<file path="config.mk">
export PLATFORM = sky130hd
export DESIGN_NAME = smart_house_zone_ctrl
export DESIGN_NICKNAME = d
export VERILOG_FILES = /design/src/rtl/smart_house_pkg.sv /design/src/rtl/zone_climate_fsm.sv /design/src/rtl/smart_house_zone_ctrl.sv
export SDC_FILE = /design/constraint.sdc
export NUM_CORES = 1
export LEC_CHECK = 0
export ABC_CLOCK_PERIOD_IN_PS = 2200
export CORE_ASPECT_RATIO = 0.5
export CORE_MARGIN = 2
export CORE_UTILIZATION = 57
export CTS_CLUSTER_SIZE = 14
export DETAILED_ROUTE_END_ITERATION = 16
export GPL_TIMING_DRIVEN = 0
export PLACE_DENSITY = 0.8
export SLEW_MARGIN = 20
export SYNTH_ARGS = -nofsm -noshare
export SYNTH_HDL_FRONTEND = slang
export SYNTH_HIERARCHICAL = 1
export SYNTH_SLANG_ARGS = --single-unit
</file>
<file path="constraint.sdc">
create_clock -name clock -period 2.2 [get_ports clock]
set_clock_uncertainty 0.1 [all_clocks]
set_input_delay 0.22 -clock clock [delete_from_list [all_inputs] [get_ports clock]]
set_output_delay 0.22 -clock clock [all_outputs]
set_load 0.1 [all_outputs]
</file>
<file path="src/rtl/smart_house_pkg.sv">
// smart_house_pkg
// Shared types and constants for the multi-zone smart-house controller.
//   climate_state_t : per-zone climate FSM state (IDLE, HEAT, VENT, COOL)
//   CMD_*           : ASCII command codes accepted on the command stream
//   dwell_width()   : counter width able to hold 0..min_dwell
package smart_house_pkg;

  typedef enum logic [1:0] {
    IDLE = 2'd0,
    HEAT = 2'd1,
    VENT = 2'd2,
    COOL = 2'd3
  } climate_state_t;

  localparam logic [7:0] CMD_MUSIC   = 8'h4D;  // 'M'
  localparam logic [7:0] CMD_LIGHT   = 8'h4C;  // 'L'
  localparam logic [7:0] CMD_CURTAIN = 8'h43;  // 'C'
  localparam logic [7:0] CMD_OFF     = 8'h4F;  // 'O'

  function automatic int dwell_width(input int min_dwell);
    int w;
    w = $clog2(min_dwell + 1);
    return (w < 1) ? 1 : w;
  endfunction

endpackage

</file>
<file path="src/rtl/zone_climate_fsm.sv">
// zone_climate_fsm
// Climate controller for a single zone: latches the zone's temperature
// samples and runs a hysteresis / minimum-dwell state machine whose state
// drives the heater, window and cooler actuators.
// Ports:
//   clock       in   system clock, rising edge
//   reset       in   asynchronous active-high reset
//   temp_valid  in   sample strobe, already qualified for this zone
//   temp_req    in   signed temperature sample (whole degrees C)
//   heater      out  1 while in HEAT
//   window      out  1 while in VENT
//   cooler      out  1 while in COOL
module zone_climate_fsm
  import smart_house_pkg::*;
#(
  parameter int TEMP_W    = 16,
  parameter int LOW_T     = 18,
  parameter int HIGH_T    = 26,
  parameter int VENT_BAND = 3,
  parameter int HYST      = 1,
  parameter int MIN_DWELL = 8
) (
  input  logic              clock,
  input  logic              reset,
  input  logic              temp_valid,
  input  logic [TEMP_W-1:0] temp_req,
  output logic              heater,
  output logic              window,
  output logic              cooler
);

  localparam int DW = dwell_width(MIN_DWELL);

  localparam logic signed [TEMP_W-1:0] MID_T      = TEMP_W'((LOW_T + HIGH_T) / 2);
  localparam logic signed [TEMP_W-1:0] COOL_ON_T  = TEMP_W'(HIGH_T + VENT_BAND);
  localparam logic signed [TEMP_W-1:0] VENT_ON_T  = TEMP_W'(HIGH_T);
  localparam logic signed [TEMP_W-1:0] HEAT_ON_T  = TEMP_W'(LOW_T);
  localparam logic signed [TEMP_W-1:0] HEAT_OFF_T = TEMP_W'(LOW_T + HYST);
  localparam logic signed [TEMP_W-1:0] HOT_OFF_T  = TEMP_W'(HIGH_T - HYST);
  localparam logic [DW-1:0]            DWELL_MAX  = DW'(MIN_DWELL);

  climate_state_t           state_reg, state_next;
  logic [DW-1:0]            dwell_reg;
  logic signed [TEMP_W-1:0] temp_reg;
  logic                     dwell_done;

  assign dwell_done = (dwell_reg == DWELL_MAX);

  // State, dwell counter and latched temperature. The FSM always sees the
  // temperature latched on an earlier edge, which gives the two-cycle
  // strobe-to-actuator latency.
  always_ff @(posedge clock or posedge reset) begin
    if (reset) begin
      state_reg <= IDLE;
      dwell_reg <= '0;
      temp_reg  <= MID_T;
    end else begin
      state_reg <= state_next;
      if (state_next != state_reg) begin
        dwell_reg <= '0;
      end else if (!dwell_done) begin
        dwell_reg <= dwell_reg + 1'b1;
      end
      if (temp_valid) begin
        temp_reg <= $signed(temp_req);
      end
    end
  end

  // Next-state logic. HEAT and VENT/COOL never reach each other directly;
  // VENT escalates to COOL without waiting for the dwell time.
  always_comb begin
    state_next = state_reg;
    case (state_reg)
      IDLE: begin
        if (temp_reg > COOL_ON_T)      state_next = COOL;
        else if (temp_reg > VENT_ON_T) state_next = VENT;
        else if (temp_reg < HEAT_ON_T) state_next = HEAT;
      end
      HEAT: begin
        if (temp_reg >= HEAT_OFF_T && dwell_done) state_next = IDLE;
      end
      VENT: begin
        if (temp_reg > COOL_ON_T)                     state_next = COOL;
        else if (temp_reg <= HOT_OFF_T && dwell_done) state_next = IDLE;
      end
      COOL: begin
        if (temp_reg <= HOT_OFF_T && dwell_done) state_next = IDLE;
      end
      default: state_next = IDLE;
    endcase
  end

  // Moore outputs decoded from the state register.
  always_comb begin
    heater = 1'b0;
    window = 1'b0;
    cooler = 1'b0;
    case (state_reg)
      HEAT:    heater = 1'b1;
      VENT:    window = 1'b1;
      COOL:    cooler = 1'b1;
      default: ;
    endcase
  end

endmodule

</file>
<file path="src/rtl/smart_house_zone_ctrl.sv">
// smart_house_zone_ctrl
// Multi-zone smart-house controller: decodes the ASCII command stream into
// per-zone music/light/curtain toggles and routes temperature samples to one
// climate FSM per zone.
// Optional build macro NIGHT_MODE_EN adds a 'night' input that forces music
// off and curtains closed on the outputs while keeping the stored toggles.
// Ports:
//   clock, reset            system clock, async active-high reset
//   char_valid/req/zone     command strobe, ASCII code, target zone
//   temp_valid/req/zone     temperature strobe, signed sample, target zone
//   night                   (NIGHT_MODE_EN only) night override
//   music/light/curtain     per-zone toggle outputs
//   window/cooler/heater    per-zone climate actuators
//   cmd_error               one-cycle pulse for a bad code or zone
module smart_house_zone_ctrl
  import smart_house_pkg::*;
#(
  parameter int NUM_ZONES = 4,
  parameter int ZONE_W    = 2,
  parameter int TEMP_W    = 16,
  parameter int LOW_T     = 18,
  parameter int HIGH_T    = 26,
  parameter int VENT_BAND = 3,
  parameter int HYST      = 1,
  parameter int MIN_DWELL = 8
) (
  input  logic                 clock,
  input  logic                 reset,
  input  logic                 char_valid,
  input  logic [7:0]           char_req,
  input  logic [ZONE_W-1:0]    char_zone,
  input  logic                 temp_valid,
  input  logic [TEMP_W-1:0]    temp_req,
  input  logic [ZONE_W-1:0]    temp_zone,
`ifdef NIGHT_MODE_EN
  input  logic                 night,
`endif
  output logic [NUM_ZONES-1:0] music,
  output logic [NUM_ZONES-1:0] light,
  output logic [NUM_ZONES-1:0] curtain,
  output logic [NUM_ZONES-1:0] window,
  output logic [NUM_ZONES-1:0] cooler,
  output logic [NUM_ZONES-1:0] heater,
  output logic                 cmd_error
);

  // One extra bit so NUM_ZONES == 2**ZONE_W still compares correctly.
  localparam logic [ZONE_W:0] ZONE_LIMIT = (ZONE_W + 1)'(NUM_ZONES);

  logic [NUM_ZONES-1:0] music_reg, light_reg, curtain_reg;
  logic                 cmd_error_reg;
  logic                 char_zone_ok, char_code_ok, cmd_accept;

  assign char_zone_ok = ({1'b0, char_zone} < ZONE_LIMIT);
  assign char_code_ok = (char_req == CMD_MUSIC) || (char_req == CMD_LIGHT) ||
                        (char_req == CMD_CURTAIN) || (char_req == CMD_OFF);
  assign cmd_accept   = char_valid && char_zone_ok && char_code_ok;

  always_ff @(posedge clock or posedge reset) begin
    if (reset) begin
      cmd_error_reg <= 1'b0;
    end else begin
      cmd_error_reg <= char_valid && !(char_zone_ok && char_code_ok);
    end
  end

  genvar gi;
  generate
    for (gi = 0; gi < NUM_ZONES; gi++) begin : g_zone
      logic cmd_hit;
      logic temp_hit;

      assign cmd_hit  = cmd_accept && (char_zone == ZONE_W'(gi));
      // gi is always a legal zone, so an address match is enough here and
      // samples for out-of-range zones fall through unclaimed.
      assign temp_hit = temp_valid && (temp_zone == ZONE_W'(gi));

      always_ff @(posedge clock or posedge reset) begin
        if (reset) begin
          music_reg[gi]   <= 1'b0;
          light_reg[gi]   <= 1'b0;
          curtain_reg[gi] <= 1'b0;
        end else if (cmd_hit) begin
          case (char_req)
            CMD_MUSIC:   music_reg[gi]   <= ~music_reg[gi];
            CMD_LIGHT:   light_reg[gi]   <= ~light_reg[gi];
            CMD_CURTAIN: curtain_reg[gi] <= ~curtain_reg[gi];
            CMD_OFF: begin
              music_reg[gi]   <= 1'b0;
              light_reg[gi]   <= 1'b0;
              curtain_reg[gi] <= 1'b0;
            end
            default: ;
          endcase
        end
      end

      zone_climate_fsm #(
        .TEMP_W    (TEMP_W),
        .LOW_T     (LOW_T),
        .HIGH_T    (HIGH_T),
        .VENT_BAND (VENT_BAND),
        .HYST      (HYST),
        .MIN_DWELL (MIN_DWELL)
      ) u_climate (
        .clock      (clock),
        .reset      (reset),
        .temp_valid (temp_hit),
        .temp_req   (temp_req),
        .heater     (heater[gi]),
        .window     (window[gi]),
        .cooler     (cooler[gi])
      );
    end
  endgenerate

  assign light     = light_reg;
  assign cmd_error = cmd_error_reg;

`ifdef NIGHT_MODE_EN
  // Override only the outputs; the stored toggles keep tracking commands.
  assign music   = night ? '0 : music_reg;
  assign curtain = night ? '1 : curtain_reg;
`else
  assign music   = music_reg;
  assign curtain = curtain_reg;
`endif

endmodule

</file>
==> results.cfg <==
[synthesis]
netlist_area_sq_um = 5260
synth_nets = 499
yosys_most_used_dff = sky130_fd_sc_hd__dfrtp_1
synth_seq_cells = 101
number_of_distinct_library_cell_variants_in_the_gate_level_netlist_after_synthesis = 60
synth_cells = 459
postSynth.asyncResetShare_pct = 100
synth_warnings = 6
synth_seq_area_share_pct = 48.4
avgSynthCellArea_sq_um = 11.5
number_of_enable_type_register_cells_in_the_synthesized_netlist = 0

[floorplan]
ios = 57
die_area_sq_um = 10100
initial_utilization_pct = 59.5
design.core.area_sq_um = 8830
chip_width_microns = 140
die_h_microns = 71.9
site_row_count = 24

[timing]
timing_max_transition_violations_final = 0
setup_repair_after_global_routing_missed_its_margin = false
fin_setup_tns_ns = 0
post-route-period-util_pct = 96.6
setup_failing_eps_final = 0
timing.slew.headroom_pct = 33.6
max_slew.worst_pin.slew_ns = 1.00
timing.fmax_mhz = 471
crit_path_setup_slack_layout_ns = 0.0756
finalCriticalPeriod_ns = 2.12
hold_viol = 0

[placement]
dp_worst_setup_slack_ns = -0.125
routabilityCongestion = 0.857
buffer_ports.inserted = 55
dp_hpwl_mm = 8.10
count_of_placed_standard_cells_including_taps = 631

[final_layout]
final_util_pct = 70.4
nNetsFinal = 565
final_common_cell = sky130_fd_sc_hd__dfrtp_1
layout.cells.most_common_list = sky130_fd_sc_hd__dfrtp_1 (89), sky130_fd_sc_hd__mux2_2 (64), sky130_fd_sc_hd__clkdlybuf4s50_1 (31), sky130_fd_sc_hd__nor2_1 (28), sky130_fd_sc_hd__o21ai_0 (27)
antenna_cells = 0
finish.cell_count_without_fillers = 647
synthToLayoutAreaGrowth_pct = 18.2
layout-drive-gt1-share_pct = 28.3
largest_register_ffs = 64

[clock_network]
cts_num_sinks = 101
cts-root-buf = sky130_fd_sc_hd__clkbuf_16
cts_inserted_buffers = 9
cts_tree = done
clock_insertion_delay_worst_skew_ns = 0.34
postCtsHoldBufs = 0
h-tree-depth = 3
clk_transition_reported_paths_ns = 0.07
clk_path_buf_depth = 2
post_cts.repair.setup_buffers = 0

[power_and_ir_drop]
power.combinational.fraction_pct = 37.1
clock_power_share_pct = 22.3
seq_power_share_pct = 40.6
vdd_ir_drop_max_mv = 0.818
p_int_w = 0.00402
leakagePower_nw = 2.55
total_switching_power_w = 0.00277
power_density_nw_per_um2 = 1090
netSwitchingFraction_pct = 40.8

[hold_path]
hold_path.class = in -> reg
holdPathStages = 4

[routing]
post_drt_via_cell_ratio = 5.96
routed_wirelength_mm = 11.2
drt-wirelength-per-cell_microns = 17.3
drt-pass1-iter-count = 4
route.vias.total = 3858
detail_route.drc_violations = 0
ant_nets = 0
drt_first_iter_violations = 180

[worst_setup_path]
data_arrival_time_of_the_worst_path_ns = 1.80
worst_path_max_delay_cell = sky130_fd_sc_hd__clkdlybuf4s50_1
worstPathCellList = clkdlybuf4s50_1
reg2regPathDepth = 4
cp-end-kind = primary output
critical_path.max_fanout = 1
critical_path_cell_count = 1
worst-setup-path-type = reg -> out
critical_path_required_ns = 1.88
path_buf_inv = 1
worstSetupStartpointType = register
cpPeakStageDelay_ns = 1.13
critical_path.top_delay_family = buffers and inverters

[grt]
overflow = 0
gr-usage-all-layers_pct = 24.1
grt_max_degree = 23
grt_first_pass_wirelength_mm = 18.9
number_of_antenna_violations_at_the_first_check_in_global_routing = 0
first_global_vias = 3907

[run_status]
status = completed

[job]
timing.max_cap.violations = 0
logic make-up (layout without fill, tap and decap cells):
logic type,count (synthesis),count (layout),synth area share (%)
AND/OR/NAND/NOR,139,139,17.8
flip-flops,101,101,48.4
AO/OA/AOI/OAI,96,96,13.1
multiplexers,65,65,13.9
buffers and inverters,37,108,2.76
XOR/XNOR,12,12,2.00
adder cells (fa/ha/maj),9,9,2.09
power by group through the flow:
stage	registers [W]	logic (W)	clock network, W
floorplan	0.00271	0.00204	0
global placement	0.00275	0.00253	0
detailed placement	0.00278	0.00261	0
CTS	0.00275	0.00256	0.00155
global route	0.00282	0.00275	0.00162
finish	0.00275	0.00252	0.00152
routing by layer:
metal	share of wire (%)	vias up	wire length [microns]	global-route usage, %
met5	0	-	0	0
met4	2.5	0	278	9.44
met3	4.0	21	449	5.81
met2	48	87	5340	42.3
met1	46	1916	5120	29.6
li1	-	1834	-	-
Yosys cell counts, types with 8 or more instances:
master / count / area [sq um]
sky130_fd_sc_hd__a21oi_1: 18 / 90.1
sky130_fd_sc_hd__nand3_1: 9 / 45.0
sky130_fd_sc_hd__dfrtp_1: 89 / 2230
sky130_fd_sc_hd__nor3_1: 14 / 70.1
sky130_fd_sc_hd__nor2_1: 31 / 116
sky130_fd_sc_hd__ha_1: 8 / 100
sky130_fd_sc_hd__mux2_2: 64 / 721
sky130_fd_sc_hd__nand2_1: 21 / 78.8
sky130_fd_sc_hd__o21ai_0: 27 / 135
sky130_fd_sc_hd__dfstp_2: 12 / 315
sky130_fd_sc_hd__nor4_1: 10 / 62.6
sky130_fd_sc_hd__inv_1: 22 / 82.6
stage by stage:
stage          area [sq um]  power [W]  hold WS, ns
2_1_floorplan          5260    0.00475     -0.00304
3_3_place_gp           5960    0.00528        0.384
3_5_place_dp           5960    0.00539        0.390
4_1_cts                6230    0.00686        0.218
5_1_grt                6210    0.00719        0.287
6_report               6210    0.00679        0.241
repair_timing:
| action | 4_1_cts | 5_1_grt |
|---|---|---|
| setup endpoints to repair | 21 | 14 |
| cloned | 0 | 0 |
| resized for setup | 29 | 15 |
area by class of cell:
| type | instances | area, sq um |
|---|---|---|
| clock buffers | 11 | 243 |
| inverters | 23 | 86.3 |
| plain buffers | 14 | 58.8 |
| fillers | 659 | 2620 |
| clock inverters | 5 | 42.5 |
| multi-input cells | 321 | 2580 |
| flip-flops and latches | 101 | 2540 |
| repair buffers | 55 | 512 |
| well taps | 117 | 146 |
final timing paths:
check / slack (ns) / start / end
setup / recovery: 0.08 / cmd_error$_DFF_PP0_ / cmd_error
hold / removal: 0.24 / char_zone[1] / music[2]$_DFFE_PP0P_
setup reg to reg: 0.20 / g_zone[3].u_climate/temp_reg[8]$_DFFE_PP0P_ / g_zone[3].u_climate/dwell_reg[0]$_DFFE_PP0P_
hold reg to reg: 0.41 / g_zone[3].u_climate/temp_reg[13]$_DFFE_PP0P_ / g_zone[3].u_climate/temp_reg[13]$_DFFE_PP0P_
max in group asynchronous: 0.99 / reset / g_zone[3].u_climate/temp_reg[15]$_DFFE_PP0P_
min in group asynchronous: 0.35 / reset / music[3]$_DFFE_PP0P_
Power figures use the tool's default switching activity.
